File: config.mk
export PLATFORM = sky130hd
export DESIGN_NAME = opsum_pipe_flat
export DESIGN_NICKNAME = d
export VERILOG_FILES = /design/src/rtl/opsum_pkg.sv /design/src/rtl/opsum_if.sv /design/src/rtl/opsum_add_stage.sv /design/src/rtl/opsum_pipe.sv /design/src/flat_wrapper.sv
export SDC_FILE = /design/constraint.sdc
export NUM_CORES = 1
export LEC_CHECK = 0
export ABC_AREA = 1
export BUFFER_PORTS_ARGS = -buffer_cell sky130_fd_sc_hd__buf_4
export CAP_MARGIN = 20
export CORE_UTILIZATION = 25
export CTS_BUF_LIST = sky130_fd_sc_hd__clkbuf_4 sky130_fd_sc_hd__clkbuf_8
export CTS_CLUSTER_SIZE = 30
export DETAILED_ROUTE_END_ITERATION = 6
export PLACE_DENSITY = 0.53
export SYNTH_ARGS = -nofsm -noshare
export SYNTH_HDL_FRONTEND = slang
export SYNTH_SLANG_ARGS = --single-unit
File: constraint.sdc
create_clock -name clk -period 2.68 [get_ports clk]
set_input_delay 0.402 -clock clk [delete_from_list [all_inputs] [get_ports clk]]
set_output_delay 0.402 -clock clk [all_outputs]
set_load 0.01 [all_outputs]
File: src/rtl/opsum_pkg.sv
// Shared types and elaboration helpers for the operand-sum pipeline.
// Holds clog2, the tree-depth derivation and the per-level width rule.
package opsum_pkg;

    // Sideband that travels with each beat through the tree.
    typedef struct packed {
        logic valid;
        logic first;
        logic last;
    } beat_tag_t;

    function automatic int clog2(input int n);
        int r;
        r = 0;
        for (int i = 0; i < 31; i++) begin
            if ((1 << r) < n) r++;
        end
        return r;
    endfunction

    function automatic int tree_st(input int num_ops);
        return clog2(num_ops);
    endfunction

    // Output width of reduction level j.
    function automatic int lvl_w(input int op_w, input int j);
        return op_w + j + 1;
    endfunction

endpackage

File: src/rtl/opsum_if.sv
// Beat-in / result-out bundle of opsum_pipe.
// master: producer + consumer side; slave: the pipeline.
// OPSUM_THRESHOLD_EN adds thresh (in) and out_fire (out).
interface opsum_if #(
    parameter int NUM_OPS = 12,
    parameter int OP_W    = 4,
    parameter int ACC_W   = 16
);
    logic [NUM_OPS*OP_W-1:0] op;
    logic                    in_valid;
    logic                    in_first;
    logic                    in_last;
    logic                    in_ready;
    logic [ACC_W-1:0]        out_sum;
    logic                    out_ovf;
    logic                    out_valid;
    logic                    out_ready;
`ifdef OPSUM_THRESHOLD_EN
    logic [ACC_W-1:0]        thresh;
    logic                    out_fire;
`endif

    modport master (
        output op, in_valid, in_first, in_last, out_ready,
`ifdef OPSUM_THRESHOLD_EN
        output thresh,
        input  out_fire,
`endif
        input  in_ready, out_sum, out_ovf, out_valid
    );

    modport slave (
        input  op, in_valid, in_first, in_last, out_ready,
`ifdef OPSUM_THRESHOLD_EN
        input  thresh,
        output out_fire,
`endif
        output in_ready, out_sum, out_ovf, out_valid
    );

endinterface

File: src/rtl/opsum_add_stage.sv
// One registered pairwise-add level of the reduction tree.
// Ports: clk, reset, en (advance), in_sum/in_tag -> out_sum/out_tag.
module opsum_add_stage
    import opsum_pkg::*;
#(
    parameter int N_IN = 2,
    parameter int IN_W = 4
) (
    input  logic                          clk,
    input  logic                          reset,
    input  logic                          en,
    input  logic [N_IN*IN_W-1:0]          in_sum,
    input  beat_tag_t                     in_tag,
    output logic [N_IN/2*(IN_W+1)-1:0]    out_sum,
    output beat_tag_t                     out_tag
);

    logic [N_IN/2*(IN_W+1)-1:0] sum_nxt;

    always_comb begin
        sum_nxt = '0;
        for (int k = 0; k < N_IN / 2; k++) begin
            sum_nxt[k*(IN_W+1) +: IN_W+1] =
                {1'b0, in_sum[2*k*IN_W +: IN_W]} +
                {1'b0, in_sum[(2*k+1)*IN_W +: IN_W]};
        end
    end

    always_ff @(posedge clk) begin
        if (reset) begin
            out_sum <= '0;
            out_tag <= '0;
        end else if (en) begin
            out_sum <= sum_nxt;
            out_tag <= in_tag;
        end
    end

endmodule

File: src/rtl/opsum_pipe.sv
// Pipelined operand summer: adder tree + saturating frame accumulator.
// Ports: clk, reset (sync, active-high), bus (opsum_if.slave).
// Macro OPSUM_THRESHOLD_EN: registers out_fire = out_sum >= thresh.
module opsum_pipe
    import opsum_pkg::*;
#(
    parameter int NUM_OPS = 12,
    parameter int OP_W    = 4,
    parameter int ACC_W   = 16
) (
    input  logic    clk,
    input  logic    reset,
    opsum_if.slave  bus
);

    localparam int TREE_ST = tree_st(NUM_OPS);
    localparam int TW      = OP_W + TREE_ST;

    logic             adv;
    beat_tag_t        in_tag;
    logic [TW-1:0]    tree_sum;
    beat_tag_t        tree_tag;

    logic [ACC_W-1:0] acc;
    logic             ovf;
    logic [ACC_W-1:0] acc_base;
    logic [ACC_W:0]   acc_sum;
    logic [ACC_W:0]   tree_ext;
    logic [ACC_W-1:0] acc_nxt;
    logic             ovf_nxt;

    // Whole pipeline moves in lockstep; a held result freezes it.
    assign adv          = !bus.out_valid || bus.out_ready;
    assign bus.in_ready = adv;

    assign in_tag.valid = bus.in_valid;
    assign in_tag.first = bus.in_first;
    assign in_tag.last  = bus.in_last;

    if (TREE_ST == 0) begin : g_direct
        assign tree_sum = bus.op;
        assign tree_tag = in_tag;
    end else begin : g_tree
        localparam int NLEAF = 1 << TREE_ST;

        logic [NLEAF*OP_W-1:0] leaves;

        if (NLEAF > NUM_OPS) begin : g_pad
            assign leaves = {{((NLEAF-NUM_OPS)*OP_W){1'b0}}, bus.op};
        end else begin : g_nopad
            assign leaves = bus.op;
        end

        for (genvar j = 0; j < TREE_ST; j++) begin : g_lvl
            localparam int IW = OP_W + j;
            localparam int NI = 1 << (TREE_ST - j);

            logic [NI*IW-1:0]                src;
            beat_tag_t                       src_tag;
            logic [NI/2*lvl_w(OP_W, j)-1:0]  sum;
            beat_tag_t                       tag;

            if (j == 0) begin : g_src
                assign src     = leaves;
                assign src_tag = in_tag;
            end else begin : g_src
                assign src     = g_lvl[j-1].sum;
                assign src_tag = g_lvl[j-1].tag;
            end

            opsum_add_stage #(
                .N_IN (NI),
                .IN_W (IW)
            ) u_stage (
                .clk     (clk),
                .reset   (reset),
                .en      (adv),
                .in_sum  (src),
                .in_tag  (src_tag),
                .out_sum (sum),
                .out_tag (tag)
            );
        end

        assign tree_sum = g_lvl[TREE_ST-1].sum;
        assign tree_tag = g_lvl[TREE_ST-1].tag;
    end

    // A first beat restarts the frame, discarding partial sum and ovf.
    always_comb begin
        acc_base = tree_tag.first ? '0 : acc;
        tree_ext = {{(ACC_W+1-TW){1'b0}}, tree_sum};
        acc_sum  = {1'b0, acc_base} + tree_ext;
        acc_nxt  = acc_sum[ACC_W] ? '1 : acc_sum[ACC_W-1:0];
        ovf_nxt  = (tree_tag.first ? 1'b0 : ovf) | acc_sum[ACC_W];
    end

    always_ff @(posedge clk) begin
        if (reset) begin
            acc           <= '0;
            ovf           <= 1'b0;
            bus.out_sum   <= '0;
            bus.out_ovf   <= 1'b0;
            bus.out_valid <= 1'b0;
`ifdef OPSUM_THRESHOLD_EN
            bus.out_fire  <= 1'b0;
`endif
        end else if (adv) begin
            bus.out_valid <= tree_tag.valid && tree_tag.last;
            if (tree_tag.valid) begin
                if (tree_tag.last) begin
                    // Frame done: publish and zero for the next one.
                    acc          <= '0;
                    ovf          <= 1'b0;
                    bus.out_sum  <= acc_nxt;
                    bus.out_ovf  <= ovf_nxt;
`ifdef OPSUM_THRESHOLD_EN
                    bus.out_fire <= (acc_nxt >= bus.thresh);
`endif
                end else begin
                    acc <= acc_nxt;
                    ovf <= ovf_nxt;
                end
            end
        end
    end

endmodule

File: src/flat_wrapper.sv
// flat-port wrapper written by rule: the top's interface ports become plain ports
module opsum_pipe_flat import opsum_pkg::*;
#(
    parameter int NUM_OPS = 12,
    parameter int OP_W    = 4,
    parameter int ACC_W   = 16
)
  (clk, reset, bus_op, bus_in_valid, bus_in_first, bus_in_last, bus_out_ready, bus_in_ready, bus_out_sum, bus_out_ovf, bus_out_valid);
  opsum_if #(.NUM_OPS(NUM_OPS), .OP_W(OP_W), .ACC_W(ACC_W)) bus_i ();
  input  logic clk;
  input  logic reset;
  input wire logic [$bits(bus_i.op)-1:0] bus_op;
  input wire logic [$bits(bus_i.in_valid)-1:0] bus_in_valid;
  input wire logic [$bits(bus_i.in_first)-1:0] bus_in_first;
  input wire logic [$bits(bus_i.in_last)-1:0] bus_in_last;
  input wire logic [$bits(bus_i.out_ready)-1:0] bus_out_ready;
  output wire logic [$bits(bus_i.in_ready)-1:0] bus_in_ready;
  output wire logic [$bits(bus_i.out_sum)-1:0] bus_out_sum;
  output wire logic [$bits(bus_i.out_ovf)-1:0] bus_out_ovf;
  output wire logic [$bits(bus_i.out_valid)-1:0] bus_out_valid;
  assign bus_i.op = bus_op;
  assign bus_i.in_valid = bus_in_valid;
  assign bus_i.in_first = bus_in_first;
  assign bus_i.in_last = bus_in_last;
  assign bus_i.out_ready = bus_out_ready;
  assign bus_in_ready = bus_i.in_ready;
  assign bus_out_sum = bus_i.out_sum;
  assign bus_out_ovf = bus_i.out_ovf;
  assign bus_out_valid = bus_i.out_valid;
  opsum_pipe #(.NUM_OPS(NUM_OPS), .OP_W(OP_W), .ACC_W(ACC_W)) u_core (.clk(clk), .reset(reset), .bus(bus_i));
endmodule
==> impl_metrics.tcl, run 1 <==
set metrics [dict create \
    maxSlewHeadroom_pct 61.9 \
    clock_path_buffers 2 \
    slew_viol_final 0 \
    drc 6 \
    chipWidth_um 166 \
    status "finished, violations left" \
    drtPass1Iterations 6 \
    diodes 0 \
    start_kind "register" \
    crit_path_top_delay_cell "dfxtp_1" \
    p_total_w 0.00416 \
    syn-num-nets 1042 \
    path_buf_inv 2 \
    ir_worst_vdd_v 0.000254 \
    internal_power_w 0.00298 \
    grt_util_all_layers_pct 11.3 \
    grt_overflow_total 0 \
    grt_max_degree 114 \
    setup_viol 0 \
    hp-class "in2reg" \
    p_leak_nw 3.97 \
    clkSlewWorstSetupHoldPaths_ns 0.08 \
    synth_edf_count 0 \
    ys_async_sr_fraction_pct 0 \
    synthSimpleGateAreaFrac_pct 22.6 \
    ctsResizeCount 0 \
    synth.most_common_cell "nor2_1" \
    yosysWarningCount 0 \
    crit_family "simple AND/OR/NAND/NOR gates" \
    antenna_found_initial 0 \
    post_route_cells_drive_above_1_share_pct 15.6 \
    cp.depth 11 \
    core_um2 26200 \
    first_iter_violations 216 \
    tightestPinTransition_ns 0.571 \
    die_y_um 166 \
    synthToLayoutAreaGrowth_pct 19.0 \
    synth_top_area_share_pct 34.7 \
    critPathRequiredTime_ns 3.00 \
    synth_fa_ha_area_share_pct 14.6 \
    cts.sinks 116 \
    critPathMaxFanout 16 \
    placementRows 59 \
    wl_met3_um 478 \
    synth-xor-area-share_pct 2.35 \
    clk_latency_ns 0.44 \
    grt_pass1_vias 5373 \
    post-route-period-util_pct 86.8 \
    r2r_setup_slack_ns 0.35 \
    avgSynthCellArea_um2 7.30 \
    cp-end-kind "register" \
    path_class "reg2reg" \
    cts_setup_buffers 0 \
    ant_nets 0 \
    p_per_area_nw_per_um2 522 \
    synth_mux_area_share_pct 0 \
    nNetsFinal 1103 \
    fmax_mhz 430 \
    tritoncts "done" \
    io_pins 73 \
    fin_setup_tns_ns 0 \
    power_frac_comb_pct 15.2 \
    clkPwrFrac_pct 38.6 \
    synth_top_area_cell "dfxtp_1" \
    hpwlAfterDp_um 9970 \
    p_sw_share_pct 28.5 \
    via_per_inst 4.19 \
    root_buffer "clkbuf_8" \
    routabilityCongestion 0.840 \
    hold_depth 3 \
    rsz0062_at_grt "no" \
    ys_ff_latch 116 \
    synthTopCellsByArea "dfxtp_1 35%, ha_1 11%, nor2_1 7.6%" \
    h-tree-depth 4 \
    wl_met1_um 7600 \
    critPathArrivalTime_ns 2.65 \
    num_vias 5560 \
    seqPwrFrac_pct 46.3 \
    rr_worst_depth 11 \
    yosysSeqAreaShare_pct 34.7 \
    dr_wl_met2_um 6240 \
    dr.max_layer_used "met4" \
    crit_start "u_core.g_tree.g_lvl[3].u_stage.out_tag[1]" \
    routed_wl_um 14500 \
    cap_violations 0 \
    skew_ns 0.0186 \
    port_buffers 72 \
    numCtsBuffers 17 \
    netlist_instances 917 \
    ys_top_cells_by_count "135 x nor2_1, 133 x inv_1, 128 x nand2_1" \
    crit_chain "buf_4 -> nor2_1 -> ha_1 -> a21oi_1 -> nor2_1 -> nor2_1 -> nand2_1 -> nand3_4 -> o21ai_0 -> o21ai_0 -> inv_1" \
    failed_checks "design-rule violations" \
    wl_per_cell_um 10.9 \
    grt_pass1_wl_um 25400 \
    switchingPower_w 0.00119 \
    hold_buffers 0 \
    ys.flop_type "dfxtp_1" \
    worstHoldStart "bus_in_valid" \
    synth_compound_area_share_pct 15.8 \
    dieArea_um2 27400 \
    max_stage_delay_ns 0.40 \
    initial_core_util_pct 25.6 \
    syn_area_um2 6700 \
    fin_crit_ns 2.33 \
    hold_viol_final 0 \
    yosysUniqueCellTypes 35 \
    cpMostUsedCell "nor2_1" \
    synth_top_family_by_area "simple AND/OR/NAND/NOR gates" \
    r2r-start "u_core.g_tree.g_lvl[3].u_stage.out_tag[1]" \
]
routing by layer:
metal	track usage (%)	vias up
met5	0	-
met4	3.17	0
met3	2.80	7
met2	18.1	78
met1	14.9	2413
li1	-	3062
sequential cells by signal, indices dropped and copies added, names as in the netlist:
register / count
u_core.acc: 16
u_core.bus.out_ovf: 1
u_core.bus.out_sum: 16
u_core.bus.out_valid: 1
u_core.g_tree.g_lvl.u_stage.out_sum: 69
u_core.g_tree.g_lvl.u_stage.out_tag: 12
u_core.ovf: 1
placed cells by master, fill, tap and decap left out, types with 7 or more instances in the layout:
master and count:
nand3_1 43, nand2_1 128, clkbuf_8 17, xor2_1 18
dfxtp_1 116, a21oi_1 66, buf_4 76, o21ai_1 9
o211ai_1 12, nand2_2 7, inv_1 132, fa_1 12
or2_2 10, ha_1 59, nor2_1 135, o21ai_0 90
o21bai_1 7
cell families (layout without fill, tap and decap cells):
family	Yosys count	count (layout)
AND/OR/NAND/NOR	345	345
AO/OA/AOI/OAI	193	193
buffers and inverters	174	248
flip-flops	116	116
adder cells (fa/ha/maj)	71	71
XOR/XNOR	18	18
worst reg2reg max path, delay by kind of cell, from the launching register on:
kind,cells,cell delay (ns)
compound gates,3,0.57
fa+ha+maj,1,0.34
buf+inv,2,0.26
flops,1,0.40
simple gates,5,0.65
final timing paths:
kind,endpoint
max,u_core.bus.out_sum[2]
max reg2reg,u_core.bus.out_sum[2]
min reg2reg,u_core.ovf
min,u_core.g_tree.g_lvl[0].u_stage.out_tag[2]
metrics by stage:
stage	instance area [µm²]	hold WS [ns]	setup slack, ns	util (%)	instances
2_1_floorplan	6700	0.445	0.342	-	917
3_3_place_gp	7580	0.453	0.394	28.9	1294
3_5_place_dp	7580	0.457	0.349	28.9	1294
4_1_cts	7970	0.187	0.342	30.4	1326
5_1_grt	7970	0.196	0.0849	30.4	1326
6_report	7970	0.219	0.354	30.4	1326
power by group through the flow:
stage	combinational, W	sequential [W]	clock (W)
finish	0.000632	0.00193	0.00161
detailed placement	0.000639	0.00197	0
floorplan	0.000473	0.00194	0
global route	0.000751	0.00194	0.00173
CTS	0.000646	0.00193	0.00168
global placement	0.000633	0.00197	0
final cells by class:
class | count | area, µm²
fill | 2827 | 18200
tap | 335 | 419
inverter | 138 | 520
sequential | 116 | 2320
clock inverter | 15 | 156
multi-input combinational | 627 | 3710
clock buffer | 17 | 234
timing repair buffer | 78 | 611
(Power assumes the default switching activity.)
==> inputs of run 2 (changes only) <==
--- a/config.mk
+++ b/config.mk
@@ -8,11 +8,14 @@
 export ABC_AREA = 1
 export BUFFER_PORTS_ARGS = -buffer_cell sky130_fd_sc_hd__buf_4
 export CAP_MARGIN = 20
+export CORE_ASPECT_RATIO = 0.5
 export CORE_UTILIZATION = 25
 export CTS_BUF_LIST = sky130_fd_sc_hd__clkbuf_4 sky130_fd_sc_hd__clkbuf_8
 export CTS_CLUSTER_SIZE = 30
 export DETAILED_ROUTE_END_ITERATION = 6
-export PLACE_DENSITY = 0.53
+export PLACE_DENSITY = 0.52
+export SKIP_LAST_GASP = 1
 export SYNTH_ARGS = -nofsm -noshare
 export SYNTH_HDL_FRONTEND = slang
+export SYNTH_HIERARCHICAL = 1
 export SYNTH_SLANG_ARGS = --single-unit
==> impl_metrics.tcl, run 2 <==
set metrics [dict create \
    status "finished, violations left" \
    avgSynthCellArea_um2 6.91 \
    wl_met3_um 702 \
    synth_top_area_cell "dfxtp_1" \
    tightestPinTransition_ns 0.584 \
    p_per_area_nw_per_um2 538 \
    numCtsBuffers 17 \
    dieArea_um2 34300 \
    setup_viol 0 \
    syn_area_um2 8390 \
    port_buffers 72 \
    wl_per_cell_um 11.2 \
    clk_latency_ns 0.47 \
    first_iter_violations 416 \
    fin_crit_ns 2.41 \
    yosysSeqAreaShare_pct 31.7 \
    core_um2 32300 \
    cp-end-kind "register" \
    dr_wl_met2_um 7550 \
    routed_wl_um 19500 \
    yosysWarningCount 6 \
    rsz0062_at_grt "no" \
    critPathMaxFanout 16 \
    clock_path_buffers 2 \
    nFillCells 3581 \
    ys_top_cells_by_count "231 x nand2_1, 223 x nor2_1, 179 x inv_1" \
    cts_setup_buffers 0 \
    synthToLayoutAreaGrowth_pct 17.4 \
    dpl_cell_area_um2 9390 \
    hold_buffers 0 \
    drtPass1Iterations 7 \
    grt_pass1_wl_um 33600 \
    netlist_instances 1214 \
    largestRegisters "u_core/g_tree.g_lvl.u_stage/out_sum (86), u_core/acc (16), u_core/bus.out_sum (16)" \
    tritoncts "done" \
    grt_overflow_total 0 \
    ys_ff_latch 133 \
    layout_setup_ws_ns 0.274 \
    p_leak_nw 5.14 \
    num_vias 7257 \
    critPathRequiredTime_ns 3.04 \
    ys_async_sr_fraction_pct 0 \
    cap_violations 0 \
    chipWidth_um 261 \
    ant_nets 0 \
    synthTopCellsByArea "dfxtp_1 32%, ha_1 12%, nand2_1 10%" \
    routabilityCongestion 0.823 \
    drc 2 \
    cts.sinks 133 \
    initial_core_util_pct 25.9 \
    maxSlewHeadroom_pct 60.8 \
    ys.flop_type "dfxtp_1" \
    ir_worst_vdd_v 0.000308 \
    slew_viol_final 0 \
    synth_top_area_share_pct 31.7 \
    die_y_um 132 \
    largest_register_ffs 86 \
    preCtsSetupSlack_ns 0.291 \
    diodes 0 \
    fmax_mhz 416 \
    post-route-period-util_pct 89.8 \
    grt_pass1_vias 6879 \
    r2r_setup_slack_ns 0.27 \
    synth_edf_count 0 \
    synth.most_common_cell "nand2_1" \
    post_route_cells_drive_above_1_share_pct 11.9 \
    nNetsFinal 1448 \
    wl_met1_um 11000 \
    start_kind "register" \
    hold_viol_final 0 \
    failed_checks "design-rule violations" \
    h-tree-depth 4 \
    skew_ns 0.0167 \
    post-route-util_pct 30.5 \
    layout_commonest_cell "nand2_1" \
    fin_setup_tns_ns 0 \
    root_buffer "clkbuf_8" \
    dr.max_layer_used "met4" \
    placementRows 46 \
    path_class "reg2reg" \
    hp-class "in2reg" \
    design_area_um2 9850 \
    hpwlAfterDp_um 14200 \
    grt_max_degree 65 \
    antenna_found_initial 0 \
    critPathArrivalTime_ns 2.76 \
    regMostFlops "u_core/g_tree.g_lvl.u_stage/out_sum" \
    ctsResizeCount 0 \
    layout_common_cells "230 x nand2_1, 223 x nor2_1, 179 x inv_1" \
    io_pins 73 \
    p_total_w 0.00530 \
    grt_util_all_layers_pct 12.1 \
    via_per_inst 4.16 \
    clkSlewWorstSetupHoldPaths_ns 0.08 \
    yosysUniqueCellTypes 40 \
]
[run 2: changes by cell type after synthesis, moves of 13 or more]
cell | previous run | this run
ha_1 | 59 | 79
xor2_1 | 18 | 5
o21ai_0 | 90 | 70
dfxtp_1 | 116 | 133
inv_1 | 133 | 179
nor2_1 | 135 | 223
nand3_1 | 43 | 80
clkbuf_1 | 32 | 6
nand2_1 | 128 | 231
o21ai_1 | 9 | 28
[run 2: final timing paths]
path                                                   from                                         to  cells after the start
hold / removal                                 bus_in_valid  u_core/g_tree.g_lvl[0].u_stage/out_tag[2]                      3
setup / recovery  u_core/g_tree.g_lvl[3].u_stage/out_tag[1]                      u_core/bus.out_sum[2]                     11
setup reg to reg  u_core/g_tree.g_lvl[3].u_stage/out_tag[1]                      u_core/bus.out_sum[2]                     11
hold reg to reg                               u_core/acc[7]                              u_core/acc[7]                      2
[run 2: cells by family (layout without fill, tap and decap cells)]
group / Yosys count / in the layout / share of synthesized area (%)
adders and majority gates: 95 / 95 / 15.6
xor gates and xnor gates: 14 / 14 / 1.46
DFF: 133 / 133 / 31.7
AOI/OAI and AO/OA: 168 / 168 / 10.6
and+or+nand+nor: 579 / 579 / 29.2
buffers and inverters: 224 / 302 / 11.4
other: 1 / 20 / 0.0447
[run 2: metrics by stage]
step                hold slack, ns  instances
CTS                          0.125       1743
global route                 0.141       1743
global placement             0.457       1712
detailed placement           0.457       1712
floorplan                    0.445       1233
finish                       0.163       1743
[run 2: layout make-up]
type                    count  area [µm²]  share of cell area [%]
repair buffers             81         621                    6.30
inverters                 190         717                    7.28
clock buffers              20         269                    2.73
flip-flops and latches    133        2660                    27.0
well taps                 432         541                    5.49
clock inverters            11         196                    1.99
multi-input cells         876        4850                    49.2
[run 2: layer usage]
metal | track usage (%) | up-vias
met5 | 0 | -
met4 | 3.78 | 0
met3 | 2.80 | 17
met2 | 17.3 | 87
met1 | 17.6 | 3178
li1 | - | 3975
[run 2: critical path, cell delays in order, from the launching register on]
cell	delay, ns
dfxtp_1	0.36
buf_4	0.21
nor2_1	0.07
ha_1	0.33
a21oi_1	0.22
nor2_1	0.06
nor2_1	0.16
o21ai_2	0.11
nand2_2	0.35
o21ai_0	0.21
o21ai_0	0.18
inv_1	0.05
[run 2: power breakdown]
part	total [W]	internal, W	switching (W)
clock network	0.00200	0.00117	0.000830
registers	0.00225	0.00214	0.000111
logic	0.00105	0.000461	0.000592
total	0.00530	0.00377	0.00153
